--- config.mk ---
export PLATFORM = sky130hd
export DESIGN_NAME = imem_arbiter_flat
export DESIGN_NICKNAME = d
export VERILOG_FILES = /design/src/rtl/imem_arbiter_pkg.sv /design/src/rtl/imem_arbiter_if.sv /design/src/rtl/imem_addr_check.sv /design/src/rtl/imem_arbiter.sv /design/src/flat_wrapper.sv
export SDC_FILE = /design/constraint.sdc
export NUM_CORES = 1
export LEC_CHECK = 0
export ABC_AREA = 1
export ABC_CLOCK_PERIOD_IN_PS = 1300
export BUFFER_PORTS_ARGS = -buffer_cell sky130_fd_sc_hd__buf_2
export CAP_MARGIN = 20
export CORE_MARGIN = 1
export CORE_UTILIZATION = 36
export DETAILED_ROUTE_END_ITERATION = 10
export PLACE_DENSITY_LB_ADDON = 0.3
export RECOVER_POWER = 100
export SETUP_SLACK_MARGIN = 0.02
export SYNTH_ARGS = -nofsm -noshare
export SYNTH_HDL_FRONTEND = slang
export SYNTH_SLANG_ARGS = --single-unit
--- constraint.sdc ---
create_clock -name clk -period 1.3 [get_ports clk]
set_input_delay 0.13 -clock clk [delete_from_list [all_inputs] [get_ports clk]]
set_output_delay 0.13 -clock clk [all_outputs]
set_load 0.01 [all_outputs]
--- src/rtl/imem_arbiter_pkg.sv ---
// Shared constants, state encodings and types for the
// instruction-memory arbiter (fetch port vs. program loader).
`ifndef IMEM_ARBITER_DEFS
`define IMEM_ARBITER_DEFS
`define WORD 32
`define INSTR_LEN 32
`define STATE_IDLE 1'b0
`define STATE_RESP 1'b1
`define ADDR_LSB 2
`endif

package imem_arbiter_pkg;

  localparam int WORD_W  = `WORD;
  localparam int INSTR_W = `INSTR_LEN;
  // Byte-offset bits that must be zero for a word access.
  localparam int LSB_W   = `ADDR_LSB;

  typedef enum logic {
    ST_IDLE = `STATE_IDLE,
    ST_RESP = `STATE_RESP
  } state_e;

  function automatic logic is_aligned(
    input logic [WORD_W-1:0] a
  );
    return a[LSB_W-1:0] == '0;
  endfunction

endpackage

--- src/rtl/imem_arbiter_if.sv ---
// Fetch, loader and memory-side signals of the arbiter.
// slave = arbiter side, master = CPU/loader/memory side.
interface imem_arbiter_if
  import imem_arbiter_pkg::*;
#(
  parameter int AW = 10
);

  logic               fetch_req;
  logic [WORD_W-1:0]  fetch_addr;
  logic               fetch_ready;
  logic               fetch_valid;
  logic [INSTR_W-1:0] fetch_instr;
  logic               fetch_fault;

  logic               load_req;
  logic [WORD_W-1:0]  load_addr;
  logic [INSTR_W-1:0] load_data;
  logic               load_ready;
  logic               load_err;

  logic               mem_en;
  logic               mem_we;
  logic [AW-1:0]      mem_addr;
  logic [INSTR_W-1:0] mem_wdata;
  logic [INSTR_W-1:0] mem_rdata;

  modport slave (
    input  fetch_req, fetch_addr,
    input  load_req, load_addr, load_data,
    input  mem_rdata,
    output fetch_ready, fetch_valid,
    output fetch_instr, fetch_fault,
    output load_ready, load_err,
    output mem_en, mem_we, mem_addr, mem_wdata
  );

  modport master (
    output fetch_req, fetch_addr,
    output load_req, load_addr, load_data,
    output mem_rdata,
    input  fetch_ready, fetch_valid,
    input  fetch_instr, fetch_fault,
    input  load_ready, load_err,
    input  mem_en, mem_we, mem_addr, mem_wdata
  );

endinterface

--- src/rtl/imem_addr_check.sv ---
// Byte address -> word index, plus legality
// (word aligned and inside the memory).
module imem_addr_check
  import imem_arbiter_pkg::*;
#(
  parameter int SIZE = 1024,
  parameter int AW   = $clog2(SIZE)
) (
  input  logic [WORD_W-1:0] addr_i,
  output logic              legal_o,
  output logic [AW-1:0]     index_o
);

  logic [WORD_W-1:0] word_idx;

  // Full-width word number so out-of-range
  // high bits are never silently truncated.
  assign word_idx = {
    LSB_W'(0),
    addr_i[WORD_W-1:LSB_W]
  };

  assign legal_o = is_aligned(addr_i)
                && (word_idx < WORD_W'(SIZE));

  assign index_o = addr_i[AW+LSB_W-1:LSB_W];

endmodule

--- src/rtl/imem_arbiter.sv ---
// Arbitrates one instruction memory between CPU fetch
// and the program loader, with anti-starvation for fetch.
module imem_arbiter
  import imem_arbiter_pkg::*;
#(
  parameter int SIZE         = 1024,
  parameter int STARVE_LIMIT = 4,
  parameter int AW           = $clog2(SIZE)
) (
  input logic           clk,
  input logic           reset,
  imem_arbiter_if.slave bus
);

  localparam int SW = $clog2(STARVE_LIMIT + 1);

  logic               f_legal;
  logic               l_legal;
  logic [AW-1:0]      f_idx;
  logic [AW-1:0]      l_idx;

  logic               starved;
  logic               f_win;
  logic               f_gnt;
  logic               l_gnt;
  logic               f_rd;
  logic               l_wr;
  logic               resp_live;

  state_e             state_q;
  logic               fault_q;
  logic               lerr_q;
  logic [SW-1:0]      starve_q;
  logic [SW-1:0]      starve_d;
  logic [AW-1:0]      addr_q;
  logic [AW-1:0]      addr_d;
  logic [INSTR_W-1:0] wdata_q;
  logic [INSTR_W-1:0] wdata_d;

  imem_addr_check #(
    .SIZE (SIZE),
    .AW   (AW)
  ) u_fetch_chk (
    .addr_i  (bus.fetch_addr),
    .legal_o (f_legal),
    .index_o (f_idx)
  );

  imem_addr_check #(
    .SIZE (SIZE),
    .AW   (AW)
  ) u_load_chk (
    .addr_i  (bus.load_addr),
    .legal_o (l_legal),
    .index_o (l_idx)
  );

  // Loader wins unless fetch has waited STARVE_LIMIT grants.
  assign starved = starve_q == SW'(STARVE_LIMIT);
  assign f_win   = bus.fetch_req
                && (!bus.load_req || starved);
  assign f_gnt   = !reset && f_win;
  assign l_gnt   = !reset && bus.load_req && !f_win;

  // Illegal addresses are granted but never reach memory.
  assign f_rd = f_gnt && f_legal;
  assign l_wr = l_gnt && l_legal;

  assign bus.fetch_ready = f_gnt;
  assign bus.load_ready  = l_gnt;

  assign bus.mem_en    = f_rd || l_wr;
  assign bus.mem_we    = l_wr;
  assign bus.mem_addr  = addr_d;
  assign bus.mem_wdata = wdata_d;

  // Address/data buses hold their last driven value when idle.
  always_comb begin
    addr_d  = addr_q;
    wdata_d = wdata_q;
    if (f_rd) begin
      addr_d = f_idx;
    end else if (l_wr) begin
      addr_d  = l_idx;
      wdata_d = bus.load_data;
    end
  end

  // Count loader grants that overtook a waiting fetch.
  always_comb begin
    starve_d = starve_q;
    if (!bus.fetch_req || f_gnt) begin
      starve_d = '0;
    end else if (l_gnt && !starved) begin
      starve_d = starve_q + SW'(1);
    end
  end

  // Response is suppressed while reset is high so a read
  // in flight at reset never surfaces.
  assign resp_live = (state_q == ST_RESP) && !reset;

  assign bus.fetch_valid = resp_live;
  assign bus.fetch_fault = resp_live && fault_q;
  assign bus.fetch_instr =
    (resp_live && !fault_q) ? bus.mem_rdata : '0;
  assign bus.load_err    = lerr_q && !reset;

  // Response-stage FSM plus arbitration bookkeeping.
  always_ff @(posedge clk) begin
    if (reset) begin
      state_q  <= ST_IDLE;
      fault_q  <= 1'b0;
      lerr_q   <= 1'b0;
      starve_q <= '0;
      addr_q   <= '0;
      wdata_q  <= '0;
    end else begin
      unique case (state_q)
        ST_IDLE: begin
          if (f_gnt) begin
            state_q <= ST_RESP;
          end
        end
        ST_RESP: begin
          if (!f_gnt) begin
            state_q <= ST_IDLE;
          end
        end
        default: state_q <= ST_IDLE;
      endcase
      fault_q  <= f_gnt && !f_legal;
      lerr_q   <= l_gnt && !l_legal;
      starve_q <= starve_d;
      addr_q   <= addr_d;
      wdata_q  <= wdata_d;
    end
  end

endmodule

--- src/flat_wrapper.sv ---
// flat-port wrapper written by rule: the top's interface ports become plain ports
module imem_arbiter_flat import imem_arbiter_pkg::*;
#(
  parameter int SIZE         = 1024,
  parameter int STARVE_LIMIT = 4,
  parameter int AW           = $clog2(SIZE)
)
  (clk, reset, bus_fetch_req, bus_fetch_addr, bus_load_req, bus_load_addr, bus_load_data, bus_mem_rdata, bus_fetch_ready, bus_fetch_valid, bus_fetch_instr, bus_fetch_fault, bus_load_ready, bus_load_err, bus_mem_en, bus_mem_we, bus_mem_addr, bus_mem_wdata);
  imem_arbiter_if #(.AW(AW)) bus_i ();
  input logic clk;
  input logic reset;
  input wire logic [$bits(bus_i.fetch_req)-1:0] bus_fetch_req;
  input wire logic [$bits(bus_i.fetch_addr)-1:0] bus_fetch_addr;
  input wire logic [$bits(bus_i.load_req)-1:0] bus_load_req;
  input wire logic [$bits(bus_i.load_addr)-1:0] bus_load_addr;
  input wire logic [$bits(bus_i.load_data)-1:0] bus_load_data;
  input wire logic [$bits(bus_i.mem_rdata)-1:0] bus_mem_rdata;
  output wire logic [$bits(bus_i.fetch_ready)-1:0] bus_fetch_ready;
  output wire logic [$bits(bus_i.fetch_valid)-1:0] bus_fetch_valid;
  output wire logic [$bits(bus_i.fetch_instr)-1:0] bus_fetch_instr;
  output wire logic [$bits(bus_i.fetch_fault)-1:0] bus_fetch_fault;
  output wire logic [$bits(bus_i.load_ready)-1:0] bus_load_ready;
  output wire logic [$bits(bus_i.load_err)-1:0] bus_load_err;
  output wire logic [$bits(bus_i.mem_en)-1:0] bus_mem_en;
  output wire logic [$bits(bus_i.mem_we)-1:0] bus_mem_we;
  output wire logic [$bits(bus_i.mem_addr)-1:0] bus_mem_addr;
  output wire logic [$bits(bus_i.mem_wdata)-1:0] bus_mem_wdata;
  assign bus_i.fetch_req = bus_fetch_req;
  assign bus_i.fetch_addr = bus_fetch_addr;
  assign bus_i.load_req = bus_load_req;
  assign bus_i.load_addr = bus_load_addr;
  assign bus_i.load_data = bus_load_data;
  assign bus_i.mem_rdata = bus_mem_rdata;
  assign bus_fetch_ready = bus_i.fetch_ready;
  assign bus_fetch_valid = bus_i.fetch_valid;
  assign bus_fetch_instr = bus_i.fetch_instr;
  assign bus_fetch_fault = bus_i.fetch_fault;
  assign bus_load_ready = bus_i.load_ready;
  assign bus_load_err = bus_i.load_err;
  assign bus_mem_en = bus_i.mem_en;
  assign bus_mem_we = bus_i.mem_we;
  assign bus_mem_addr = bus_i.mem_addr;
  assign bus_mem_wdata = bus_i.mem_wdata;
  imem_arbiter #(.SIZE(SIZE), .STARVE_LIMIT(STARVE_LIMIT), .AW(AW)) u_core (.clk(clk), .reset(reset), .bus(bus_i));
endmodule
==> flow_summary.yaml <==
clock_tree:
  cts-root-buf: "clkbuf_8"
  clk_path_buf_depth: 2
  worstSkewPairLatency_ns: 0.30
  cts_buffers: 5
  path_clk_slew_ns: 0.09
  clock_sinks: 48
  cts_max_level: 2
  ctsHoldBuffers: 0
  cts_tree: "done"
status:
  outcome: "finished, violations left"
  violations: "setup timing"
synth:
  yosysWarnings: 0
  synthCells: 419
  synth-seq-cells: 48
  synth_cell_types: 24
  ys_seq_area_share_pct: 36.1
  synth_area_um2: 2660
  avgSynthCellArea_um2: 6.35
  synth_nets: 553
routing:
  post_drt_wl_per_cell_um: 17.5
  drc_errors: 0
  vias: 3920
  met3WireLength_um: 1060
  antenna_left: 0
  first_pass_iters: 4
  drtIter0Drc: 93
  wl_met2_um: 7540
  top_layer_used: "met4"
  drt_wl_total_um: 13900
  avgViaCountPerCell: 4.94
  met1_length_um: 4470
power_and_ir_drop:
  clock_power_share_pct: 32.1
  swShare_pct: 28.0
  combPwrFrac_pct: 18.8
  p_total_w: 0.00301
  p_seq_share_pct: 49.1
  p_int_w: 0.00217
  p_leak_nw: 3.14
  ir_drop_mv: 0.484
  p_switching_w: 0.000842
  power.density_nw_per_um2: 503
timing:
  maxSlewHeadroom_pct: 68.6
  fmax_mhz: 501
  timing_hold_violations_final: 0
  worst_slack_ns: -0.696
  slew_viol_final: 0
  worst_slew_pin_slew_ns: 0.471
  setup_viol: 123
  finClkSkew_ns: 0.0117
  layout_min_cycle_time_ns: 2.00
  post-route-period-util_pct: 154
  rsz0062_at_grt: "yes"
global_routing:
  grt_pass1_vias: 3753
  grt-ovfl-total: 0
  grt_pass1_wl_um: 16600
  antenna_found_initial: 0
  grtUsageTotal_pct: 28.0
  grt_max_degree: 29
cells_and_area:
  layout_common_cells: "buf_2, buf_6, nor2_1"
  nFillCells: 383
  fin_util_pct: 85.8
  layout_commonest_cell: "buf_2"
  drive_above_1_share_pct: 68.0
  final_nets: 830
  final-seq-area_um2: 965
  multi_input_area_um2: 2150
  syn_to_final_growth_pct: 125
  n_antenna_cell: 0
worst_setup_path:
  cp_top_family: "buffers and inverters"
  critPathMaxStageDelay_ns: 0.35
  crit_arrival_ns: 1.87
  cp-end-kind: "output pin"
  path_cells: "inv_2 > ha_4 > nand3_2 > nand2_1 > inv_4 > nand4_4 > buf_6 > buf_12 > nand2_2 > nand2_2 > buf_6"
  cp_data_required_time_ns: 1.17
  path_buf_inv: 5
  start_kind: "register"
  cp_slowest_cell: "dfxtp_2"
  path_max_fanout: 16
  critical_path_class: "register to output pin"
run:
  cap_viol_max_count: 0
floorplanning:
  core-area_um2: 6980
  io_pins: 213
  die_area_um2: 7740
  fp-row-count: 30
  initial_core_util_pct: 38.1
  fp.dieH_um: 88
  die_w_um: 88
min_path:
  hold_path_class: "primary input to register"
placed_design:
  dp_hpwl_um: 7110
  numPortBuffers: 212
  gp_congestion: 0.766
==> cells by family after synthesis <==
kind of cell | after synthesis | share of synthesized area, %
xor+xnor | 1 | 0.329
compound gates | 36 | 9.16
buf+inv | 83 | 13.0
simple gates | 249 | 40.5
flops | 48 | 36.1
fa+ha+maj | 2 | 0.940
==> power by group through the flow <==
stage | registers (W) | clock network [W] | logic [W]
finish | 0.00148 | 0.000965 | 0.000566
global route | 0.00148 | 0.00104 | 0.000602
CTS | 0.00148 | 0.000965 | 0.000485
detailed placement | 0.00151 | 0 | 0.000400
global placement | 0.00151 | 0 | 0.000392
floorplan | 0.00151 | 0 | 0.000122
==> synthesized netlist by cell type <==
| library cell | instances | share of area, % |
|---|---|---|
| o21ai_0 | 2 | 0.38 |
| buf_2 | 3 | 0.56 |
| nand3_1 | 21 | 3.9 |
| or2_1 | 2 | 0.47 |
| nor2_4 | 1 | 0.42 |
| buf_6 | 3 | 1.3 |
| dfxtp_1 | 48 | 36 |
| nor2_1 | 83 | 12 |
| nor2_2 | 11 | 2.6 |
| nor3_1 | 1 | 0.19 |
| buf_1 | 2 | 0.28 |
| a21oi_1 | 17 | 3.2 |
| nand2_1 | 106 | 15 |
| xnor2_1 | 1 | 0.33 |
| a21oi_2 | 17 | 5.6 |
| inv_1 | 62 | 8.7 |
| clkbuf_1 | 7 | 0.99 |
| nand4_1 | 4 | 0.94 |
| inv_2 | 3 | 0.42 |
| clkinv_2 | 1 | 0.19 |
| nand4_4 | 1 | 0.80 |
| buf_4 | 2 | 0.56 |
| ha_1 | 2 | 0.94 |
| nand2_2 | 19 | 4.5 |
==> worst register-to-register path, delay by kind of cell, from the launching register on <==
| family | cells | cell delay, ns |
|---|---|---|
| compound gates | 1 | 0.10 |
| fa+ha+maj | 1 | 0.16 |
| buf+inv | 7 | 0.76 |
| flops | 1 | 0.35 |
| simple gates | 4 | 0.33 |
==> path summary, 6_finish.rpt <==
kind | start | to | slack (ns) | depth (start not counted)
setup / recovery | u_core.starve_q[1]$_SDFFE_PP0P_ | bus_mem_wdata[24] | -0.70 | 11
hold / removal | bus_load_data[6] | u_core.wdata_q[6]$_SDFF_PP0_ | 0.09 | 3
setup reg to reg | u_core.starve_q[1]$_SDFFE_PP0P_ | u_core.wdata_q[27]$_SDFF_PP0_ | -0.45 | 13
hold reg to reg | u_core.wdata_q[8]$_SDFF_PP0_ | u_core.wdata_q[8]$_SDFF_PP0_ | 0.49 | 2
==> layer usage <==
| metal | vias to the layer above | track usage [%] |
|---|---|---|
| met5 | - | 0 |
| met4 | 0 | 11.8 |
| met3 | 66 | 4.24 |
| met2 | 234 | 59.6 |
| met1 | 1814 | 25.3 |
| li1 | 1806 | - |
==> sequential cells by signal, summed over array words and instances, names as in the netlist <==
signal           count
u_core.wdata_q      32
u_core.addr_q       10
u_core.starve_q      3
u_core.fault_q       1
u_core.lerr_q        1
u_core.state_q       1
==> per-stage QoR <==
step / std cells / cell area (um^2) / hold WS (ns) / worst slack, ns / setup TNS [ns]
floorplan: 419 / 2990 / 0.225 / -0.119 / -5.31
global placement: 738 / 4300 / 0.401 / -0.421 / -28.82
detailed placement: 738 / 4300 / 0.405 / -0.477 / -33.01
CTS: 782 / 5470 / 0.0755 / -0.674 / -42.88
global route: 793 / 5990 / 0.0817 / -0.786 / -54.22
finish: 793 / 5990 / 0.0891 / -0.696 / -44.85
==> area by class of cell <==
cell class,count,share of cell area [%]
Timing Repair Buffer,286,39.6
Multi-Input combinational cell,288,36.0
Sequential cell,48,16.1
Inverter,66,4.39
Tap cell,96,2.01
Clock buffer,6,1.38
Timing Repair inverter,1,0.272
Clock inverter,2,0.251
==> timing repair <==
action	in CTS	in global routing
pin swaps	45	52
cloned	7	0
endpoints found under the setup margin	121	125
setup buffers	30	25
resized for setup	159	114
(Power assumes the default switching activity.)
